### config.mk
export PLATFORM = sky130hd
export DESIGN_NAME = instr_fetch_ctrl
export DESIGN_NICKNAME = d
export VERILOG_FILES = /design/src/rtl/fetch_pkg.sv /design/src/rtl/fetch_mfc_timer.sv /design/src/rtl/instr_fetch_ctrl.sv
export SDC_FILE = /design/constraint.sdc
export NUM_CORES = 1
export LEC_CHECK = 0
export BUFFER_PORTS_ARGS = -buffer_cell sky130_fd_sc_hd__buf_2
export CORE_MARGIN = 2
export CORE_UTILIZATION = 51
export DETAILED_ROUTE_END_ITERATION = 8
export PLACE_DENSITY = 0.8
export SLEW_MARGIN = 30
export SYNTH_ARGS = -nofsm -noshare
export SYNTH_HDL_FRONTEND = slang
export SYNTH_SLANG_ARGS = --single-unit
export TNS_END_PERCENT = 100
### constraint.sdc
create_clock -name clk -period 3.16 [get_ports clk]
set_input_delay 0.79 -clock clk [delete_from_list [all_inputs] [get_ports clk]]
set_output_delay 0.79 -clock clk [all_outputs]
set_load 0.02 [all_outputs]
### src/rtl/fetch_pkg.sv
// Shared definitions for the instruction-fetch controller: state encoding,
// counter widths and a small word-index helper.
package fetch_pkg;

   // State encoding
   localparam logic [2:0] ST_IDLE  = 3'd0;
   localparam logic [2:0] ST_REQ   = 3'd1;
   localparam logic [2:0] ST_WAIT  = 3'd2;
   localparam logic [2:0] ST_VALID = 3'd3;
   localparam logic [2:0] ST_FAULT = 3'd4;

   typedef enum logic [2:0] {
      S_IDLE  = ST_IDLE,
      S_REQ   = ST_REQ,
      S_WAIT  = ST_WAIT,
      S_VALID = ST_VALID,
      S_FAULT = ST_FAULT
   } fetch_state_e;

   // Word counter sized for the largest supported instruction (4 words)
   localparam int MAX_WORDS_PER_INSTR = 4;
   localparam int WORD_CNT_W          = $clog2(MAX_WORDS_PER_INSTR);

   // Wait-timer width sized for the largest supported MFC_TIMEOUT
   localparam int MAX_MFC_TIMEOUT = 255;
   localparam int TMO_W           = $clog2(MAX_MFC_TIMEOUT + 1);

   // True when cnt indexes the final word of a words-long instruction
   function automatic logic is_last_word(input logic [WORD_CNT_W-1:0] cnt,
                                         input int words);
      return int'(cnt) == (words - 1);
   endfunction

endpackage

### src/rtl/fetch_mfc_timer.sv
// Per-word MFC wait timer. Loaded while the controller issues a request,
// counts down during WAIT, and flags expiry on the MFC_TIMEOUT-th WAIT cycle.
// Only instantiated when FETCH_TIMEOUT_EN is defined.
module fetch_mfc_timer
   import fetch_pkg::*;
#(
   parameter int MFC_TIMEOUT = 15
) (
   input  logic clk,
   input  logic rst,
   input  logic load,
   input  logic run,
   output logic expired
);

   logic [TMO_W-1:0] cnt;

   // Count down from MFC_TIMEOUT-1 so that zero marks the last allowed WAIT cycle
   always_ff @(posedge clk or posedge rst) begin
      if (rst) begin
         cnt <= '0;
      end else if (load) begin
         cnt <= TMO_W'(MFC_TIMEOUT - 1);
      end else if (run && (cnt != '0)) begin
         cnt <= cnt - TMO_W'(1);
      end
   end

   assign expired = run && (cnt == '0);

endmodule

### src/rtl/instr_fetch_ctrl.sv
// Multi-word instruction-fetch controller. On start it reads WORDS_PER_INSTR
// consecutive memory words from pc_in using an MFC handshake, assembles them
// into ir_out (word 0 in the LSBs) and offers the result via ir_valid/ir_ready.
// Optional feature macro: FETCH_TIMEOUT_EN adds a per-word MFC watchdog that
// aborts the fetch into FAULT; without it WAIT holds indefinitely and fault
// stays 0.
module instr_fetch_ctrl
   import fetch_pkg::*;
#(
   parameter int ADDR_W          = 16,
   parameter int DATA_W          = 16,
   parameter int WORDS_PER_INSTR = 2,
   parameter int MFC_TIMEOUT     = 15
) (
   input  logic                              clk,
   input  logic                              rst,
   input  logic                              start,
   input  logic [ADDR_W-1:0]                 pc_in,
   output logic                              busy,
   output logic [ADDR_W-1:0]                 mem_addr,
   output logic                              mem_en,
   output logic                              mem_rw,
   input  logic                              mem_mfc,
   input  logic [DATA_W-1:0]                 mem_rdata,
   output logic [WORDS_PER_INSTR*DATA_W-1:0] ir_out,
   output logic                              ir_valid,
   input  logic                              ir_ready,
   output logic [ADDR_W-1:0]                 pc_next,
   output logic                              fault
);

   fetch_state_e          state;
   logic [ADDR_W-1:0]     addr_r;
   logic [WORD_CNT_W-1:0] word_cnt;
   logic                  tmo_load;
   logic                  tmo_run;
   logic                  tmo_expired;

   assign tmo_load = (state == S_REQ);
   assign tmo_run  = (state == S_WAIT);

`ifdef FETCH_TIMEOUT_EN
   fetch_mfc_timer #(
      .MFC_TIMEOUT(MFC_TIMEOUT)
   ) u_mfc_timer (
      .clk    (clk),
      .rst    (rst),
      .load   (tmo_load),
      .run    (tmo_run),
      .expired(tmo_expired)
   );
`else
   localparam int unused_mfc_timeout = MFC_TIMEOUT;
   logic unused_tmo;
   assign unused_tmo  = tmo_load ^ tmo_run;
   assign tmo_expired = 1'b0;
`endif

   // The address register drives the memory port directly, so it is held
   // steady across REQ and every WAIT cycle of a word.
   assign mem_addr = addr_r;

   // Fetch sequencer with registered handshake outputs
   always_ff @(posedge clk or posedge rst) begin
      if (rst) begin
         state    <= S_IDLE;
         addr_r   <= '0;
         word_cnt <= '0;
         mem_en   <= 1'b0;
         mem_rw   <= 1'b0;
         busy     <= 1'b0;
         ir_out   <= '0;
         ir_valid <= 1'b0;
         pc_next  <= '0;
         fault    <= 1'b0;
      end else begin
         case (state)
            S_IDLE, S_FAULT: begin
               if (start) begin
                  state    <= S_REQ;
                  addr_r   <= pc_in;
                  word_cnt <= '0;
                  mem_en   <= 1'b1;
                  mem_rw   <= 1'b1;
                  busy     <= 1'b1;
                  fault    <= 1'b0;
               end
            end

            // One cycle of address setup before the memory is expected to answer
            S_REQ: begin
               state <= S_WAIT;
            end

            S_WAIT: begin
               if (mem_mfc) begin
                  for (int i = 0; i < WORDS_PER_INSTR; i++) begin
                     if (int'(word_cnt) == i) begin
                        ir_out[i*DATA_W +: DATA_W] <= mem_rdata;
                     end
                  end
                  if (is_last_word(word_cnt, WORDS_PER_INSTR)) begin
                     state    <= S_VALID;
                     pc_next  <= addr_r + ADDR_W'(1);
                     mem_en   <= 1'b0;
                     mem_rw   <= 1'b0;
                     ir_valid <= 1'b1;
                  end else begin
                     state    <= S_REQ;
                     addr_r   <= addr_r + ADDR_W'(1);
                     word_cnt <= word_cnt + WORD_CNT_W'(1);
                  end
               end else if (tmo_expired) begin
                  // A late MFC in the expiry cycle is taken above, so only a
                  // truly silent memory ends up here.
                  state  <= S_FAULT;
                  mem_en <= 1'b0;
                  mem_rw <= 1'b0;
                  fault  <= 1'b1;
               end
            end

            // Hold the instruction until decode takes it; start is ignored here
            S_VALID: begin
               if (ir_ready) begin
                  state    <= S_IDLE;
                  ir_valid <= 1'b0;
                  busy     <= 1'b0;
               end
            end

            default: begin
               state    <= S_IDLE;
               mem_en   <= 1'b0;
               mem_rw   <= 1'b0;
               busy     <= 1'b0;
               ir_valid <= 1'b0;
            end
         endcase
      end
   end

endmodule

After elaboration in Yosys (flattened, before gate mapping)
Cells that the tools add are included.
Storage, ports and cells
  word-level logic and storage cells: 60
  bits of input ports: 37
  register bits after elaboration: 72
  output and inout bits: 69
Operators by class
  mux-type cells: 22
  reductions and logical operators: 14
  add/subtract/negate cells: 2
  equal/unequal tests: 10
  bitwise logic cells: 3
Operators with widths (count)
  $mux 16: 3
  $pmux 16 s2: 1
  $add 16x1->16 const B: 1
  $pmux 3 s4: 1
  $reduce_and 3->1: 4
  $reduce_and 4->1: 3
  $mux 3: 3
  $pmux 1 s3: 3
  $mux 2: 4
  $ne 2x2->1 const B: 4
  $eq 3x2->1 const B: 2
  $mux 1: 6
  $reduce_or 2->1: 3
  $pmux 2 s2: 1
  $eq 3x1->1 const B: 1
  $eq 3x3->1 const B: 1
  $logic_not 3->1: 1
  $not 1->1: 3
  $reduce_or 3->1: 1
  $add 2x1->2 const B: 1
  $eq 2x2->1 const B: 1
  $logic_not 2->1: 1
  $ne 2x1->1 const B: 1
  $reduce_bool 2->1: 1

Longest topological paths before layout
  depth in word-level cells: 4
  mapped depth: 8
  gate-level depth less buffers: 6

Worst setup path after synthesis
No wires, ideal clock.
  path kind: register to register
  start: register state[0]
  end: register mem_rw
  stages on the path, launching flop included: 8
  required time: 3035 ps
  buffers on the path: 1
  data arrival time: 1834 ps
  setup time: 125 ps
  clock period less this slack: 1959 ps
  slack: 1201 ps
  cells stage by stage: dfrtp_1 inv_1 ha_1 clkbuf_1 nor2b_1 or2_2 nor4b_2 mux2_2
On the way
  longest elaborated chain between the ends: 4
  elaborated cells between the ends (all ways): 13
  classes of those cells: 7 x eq/ne; 1 x mux; 1 x bitwise; 4 x reduce/logical
RTL lines
  start, declared: RTL line instr_fetch_ctrl.sv:32  | fetch_state_e state;
  start signal, assigned: RTL line instr_fetch_ctrl.sv:66  | state <= S_IDLE;
  start signal, assigned: RTL line instr_fetch_ctrl.sv:80  | state <= S_REQ;
  start signal, assigned: RTL line instr_fetch_ctrl.sv:92  | state <= S_WAIT;
  $eq 3x3->1 (tied with other cells): RTL line instr_fetch_ctrl.sv:77  | case (state)
  $reduce_or 2->1 (on tied branches)
  $ne 2x2->1 (no line) / $not 1->1 (equally long branches)
  $reduce_and 4->1 (no line)
  end signal, assigned: RTL line instr_fetch_ctrl.sv:70  | mem_rw <= 1'b0;
  end signal, assigned: RTL line instr_fetch_ctrl.sv:84  | mem_rw <= 1'b1;
  end signal, assigned: RTL line instr_fetch_ctrl.sv:106  | mem_rw <= 1'b0;
  end, declared: RTL line instr_fetch_ctrl.sv:22  | output logic mem_rw,
Parallel ways exist; a longest one is shown, timed or not.
A chain may end at the register's enable or synchronous reset.

Worst setup path after layout
  start: register state[0]
  end: register addr_r[5], in the netlist mem_addr[5]
On the way
  longest elaborated chain between the ends: 4
  elaborated cells between the ends (all ways): 10
  classes of those cells: 5 x eq/ne; 1 x mux; 4 x reduce/logical
RTL lines
  $eq 3x3->1 / $logic_not 3->1 (equally long branches): RTL line instr_fetch_ctrl.sv:77
  $reduce_or 2->1: RTL line instr_fetch_ctrl.sv:77
  $ne 2x2->1 (no line) / $reduce_bool 2->1 (equally long branches)
  $reduce_and 4->1 (no line)
  end signal, assigned: RTL line instr_fetch_ctrl.sv:81  | addr_r <= pc_in;
  end signal, assigned: RTL line instr_fetch_ctrl.sv:110  | addr_r <= addr_r + ADDR_W'(1);
  end, declared: RTL line instr_fetch_ctrl.sv:33  | logic [ADDR_W-1:0] addr_r;
Parallel ways exist; a longest one is shown, timed or not.

==> metrics.yaml <==
sta:
  skew_ns: 0.00853
  slew_headroom: 0.473
  finalSetupViolations: 0
  grt_setup_unrepaired: "false"
  finalMaxSlewViolations: 0
  finalCritPeriodShare: 0.728
  worst-slew-pin-transition_ns: 0.789
  hold_viol_final: 0
  hold_ws_ns: 0.477
  final.setup.tns_ns: 0
  min_period_ns: 2.30
  clock.fmax_mhz: 435
drt:
  vias: 2706
  drc: 11
  dr.pass1.iters: 7
  wl_met1_um: 3390
  viasPerCell: 5.53
  wl_per_cell_um: 15.2
  routed_wl_um: 7440
  dr_wl_met3_um: 509
  drt_iter0_drc: 110
  top_layer_used: "met4"
  met2WireLength_um: 3460
  ant_nets: 0
min_path:
  hold_class: "reg2reg"
synth:
  synth_xor_xnor_area_share: 0.0360
  synth-simple-area-share: 0.137
  synth_compound_area_frac: 0.121
  yosysWarnings: 0
  async_reset_ff_frac: 1.00
  syn_inst: 309
  synth.yosys.seq_area_share: 0.521
  synth_fa_ha_area_frac: 0.0257
  synth_area_leader_cell: "dfrtp_1"
  synth.mux.area_fraction: 0.121
  synth_ff_type: "dfrtp_1"
  synth_area_leaders: "dfrtp_1 (52%), mux2_2 (12%), nand2_1 (3.2%)"
  ys_types: 43
  yosys_register_bits: 71
  syn_area_um2: 3410
  synth_nets: 353
  synth.avg_cell_area_um2: 11.0
  synth_top_family_by_area: "simple AND/OR/NAND/NOR gates"
  synth_edf_count: 0
  yosysTopAreaCellShare: 0.521
clock_tree:
  cts-root-buf: "clkbuf_8"
  clock_latency_ns: 0.34
  postCtsSetupBuffers: 0
  clkSinkCount: 71
  clk_path_buf_depth: 2
  ctsHoldBuffers: 0
  clk_pin_slew_worst_paths_ns: 0.08
  cts_buffers: 9
  cts_tree: "done"
  cts_max_level: 3
  cts_resized: 0
power:
  clkPwrFrac: 0.165
  seq_power_share: 0.348
  irDropWorstVdd_mv: 0.481
  p_int_w: 0.00280
  power_frac_comb: 0.487
  p_leak_nw: 2.01
  switchingPower_w: 0.00212
  sw_frac_of_total: 0.431
  power.density_nw_per_um2: 1170
run_status:
  violations: "design-rule violations"
  run_status: "finished, violations left"
floorplan:
  initial_utilization: 0.531
  die_x_um: 85.8
  die_area_um2: 7360
  fp-row-count: 29
  die_h_um: 85.8
  ios: 106
  design.core.area_um2: 6420
global_route:
  antenna_found_initial: 0
  grt_max_degree: 47
  grt_pass1_vias: 2505
  grt_pass1_wl_um: 12000
  grt_overflow: 0
  grt.total_usage: 0.207
placement:
  dp_hpwl_um: 5470
  io_buffers: 104
  placed_area_um2: 3980
  place_congestion: 0.765
setup_path:
  critPathMaxFanout: 46
  cp-end-kind: "flop"
  critical_path_class: "reg2reg"
  worstSetupStartpointType: "flop"
  crit_arrival_ns: 2.56
  crit_required_ns: 3.42
cells_and_area:
  fin_area_um2: 4200
  nets: 451
  final_common_cell: "buf_2"
  layout_common_cells: "buf_2 (104), dfrtp_1 (71), mux2_2 (35), nand2_1 (29), o21ai_0 (21)"
  final_layout_size_suffix_gt1_frac: 0.415
  area_growth_pct: 23.1
  n_antenna_cell: 0
job:
  maxCapViolCount: 0
==> cell usage after synthesis, drive strengths merged, types with 2 or more instances <==
| master | instances |
|---|---|
| mux2 | 35 |
| nand3b | 2 |
| a22o | 2 |
| a21oi | 19 |
| a2bb2oi | 9 |
| and3 | 2 |
| dfrtp | 71 |
| mux2i | 2 |
| nand2b | 4 |
| o22ai | 8 |
| nand2 | 29 |
| or4 | 2 |
| nor2 | 7 |
| clkbuf | 9 |
| o21ai | 25 |
| xnor2 | 7 |
| xor2 | 7 |
| inv | 7 |
| and4 | 3 |
| nand4 | 6 |
| nand4b | 2 |
| nand3 | 13 |
| buf | 12 |
| ha | 7 |
| nor4 | 2 |
| nor2b | 3 |
| nor3 | 4 |
| or3 | 3 |
==> cell type report <==
cell class | instances | area (µm²)
well taps | 77 | 96.3
inverters | 7 | 26.3
clock inverters | 4 | 77.6
flip-flops and latches | 71 | 1780
fillers | 514 | 2220
multi-input cells | 210 | 1520
repair buffers | 108 | 563
clock buffers | 12 | 145
==> routing by layer <==
layer	GRT usage	up-vias
li1	-	1295
met1	0.291	1297
met2	0.322	104
met3	0.0404	10
met4	0.0736	0
met5	0	-
==> power by group through the flow <==
stage	clock (W)	combinational [W]	sequential (W)
CTS	0.000826	0.00242	0.00171
floorplan	0	0.00124	0.00216
global placement	0	0.00234	0.00170
finish	0.000810	0.00240	0.00171
global route	0.000866	0.00261	0.00178
detailed placement	0	0.00241	0.00173
==> kinds of logic (layout without fill, tap and decap cells) <==
group | Yosys count | in the layout
AOI/OAI and AO/OA | 67 | 67
and+or+nand+nor | 84 | 84
adders and majority gates | 7 | 7
buffers and inverters | 28 | 131
muxes | 37 | 37
other | 1 | 1
DFF | 71 | 71
xor gates and xnor gates | 14 | 14
==> worst paths after layout <==
path | startpoint | end | slack, ns | cells past startpoint
worst max-delay path | state[0]$_DFFE_PP0P_ | mem_addr[5]$_DFFE_PP0P_ | 0.86 | 7
worst min-delay path | pc_next[9]$_DFFE_PP0P_ | pc_next[9]$_DFFE_PP0P_ | 0.48 | 2
worst max register to register | state[0]$_DFFE_PP0P_ | mem_addr[5]$_DFFE_PP0P_ | 0.86 | 7
worst min register to register | pc_next[9]$_DFFE_PP0P_ | pc_next[9]$_DFFE_PP0P_ | 0.48 | 2
max in group asynchronous | rst | mem_addr[15]$_DFFE_PP0P_ | 1.96 | 3
min in group asynchronous | rst | ir_out[8]$_DFFE_PP0P_ | 0.56 | 2
==> stage by stage <==
step	utilization	setup slack (ns)	std cells	power, W
5_1_grt	0.654	0.680	489	0.00525
3_3_place_gp	0.619	1.01	473	0.00404
4_1_cts	0.654	0.876	489	0.00496
6_report	0.654	0.860	489	0.00492
2_1_floorplan	-	0.573	309	0.00340
3_5_place_dp	0.619	0.903	473	0.00414
==> registers in the layout, summed over array words and instances (netlist names) <==
signal,flops
ir_out,32
mem_addr,16
pc_next,16
state,2
word_cnt,2
busy,1
ir_valid,1
mem_rw,1
==> worst max-delay path, stage by stage, from the launching register on <==
cell	delay, ns
dfrtp_1	0.41
inv_1	0.12
ha_1	0.30
buf_4	0.43
nand2b_1	0.18
a211o_4	0.43
a21oi_1	0.14
a2bb2oi_1	0.18
Power figures use the tool's default switching activity.
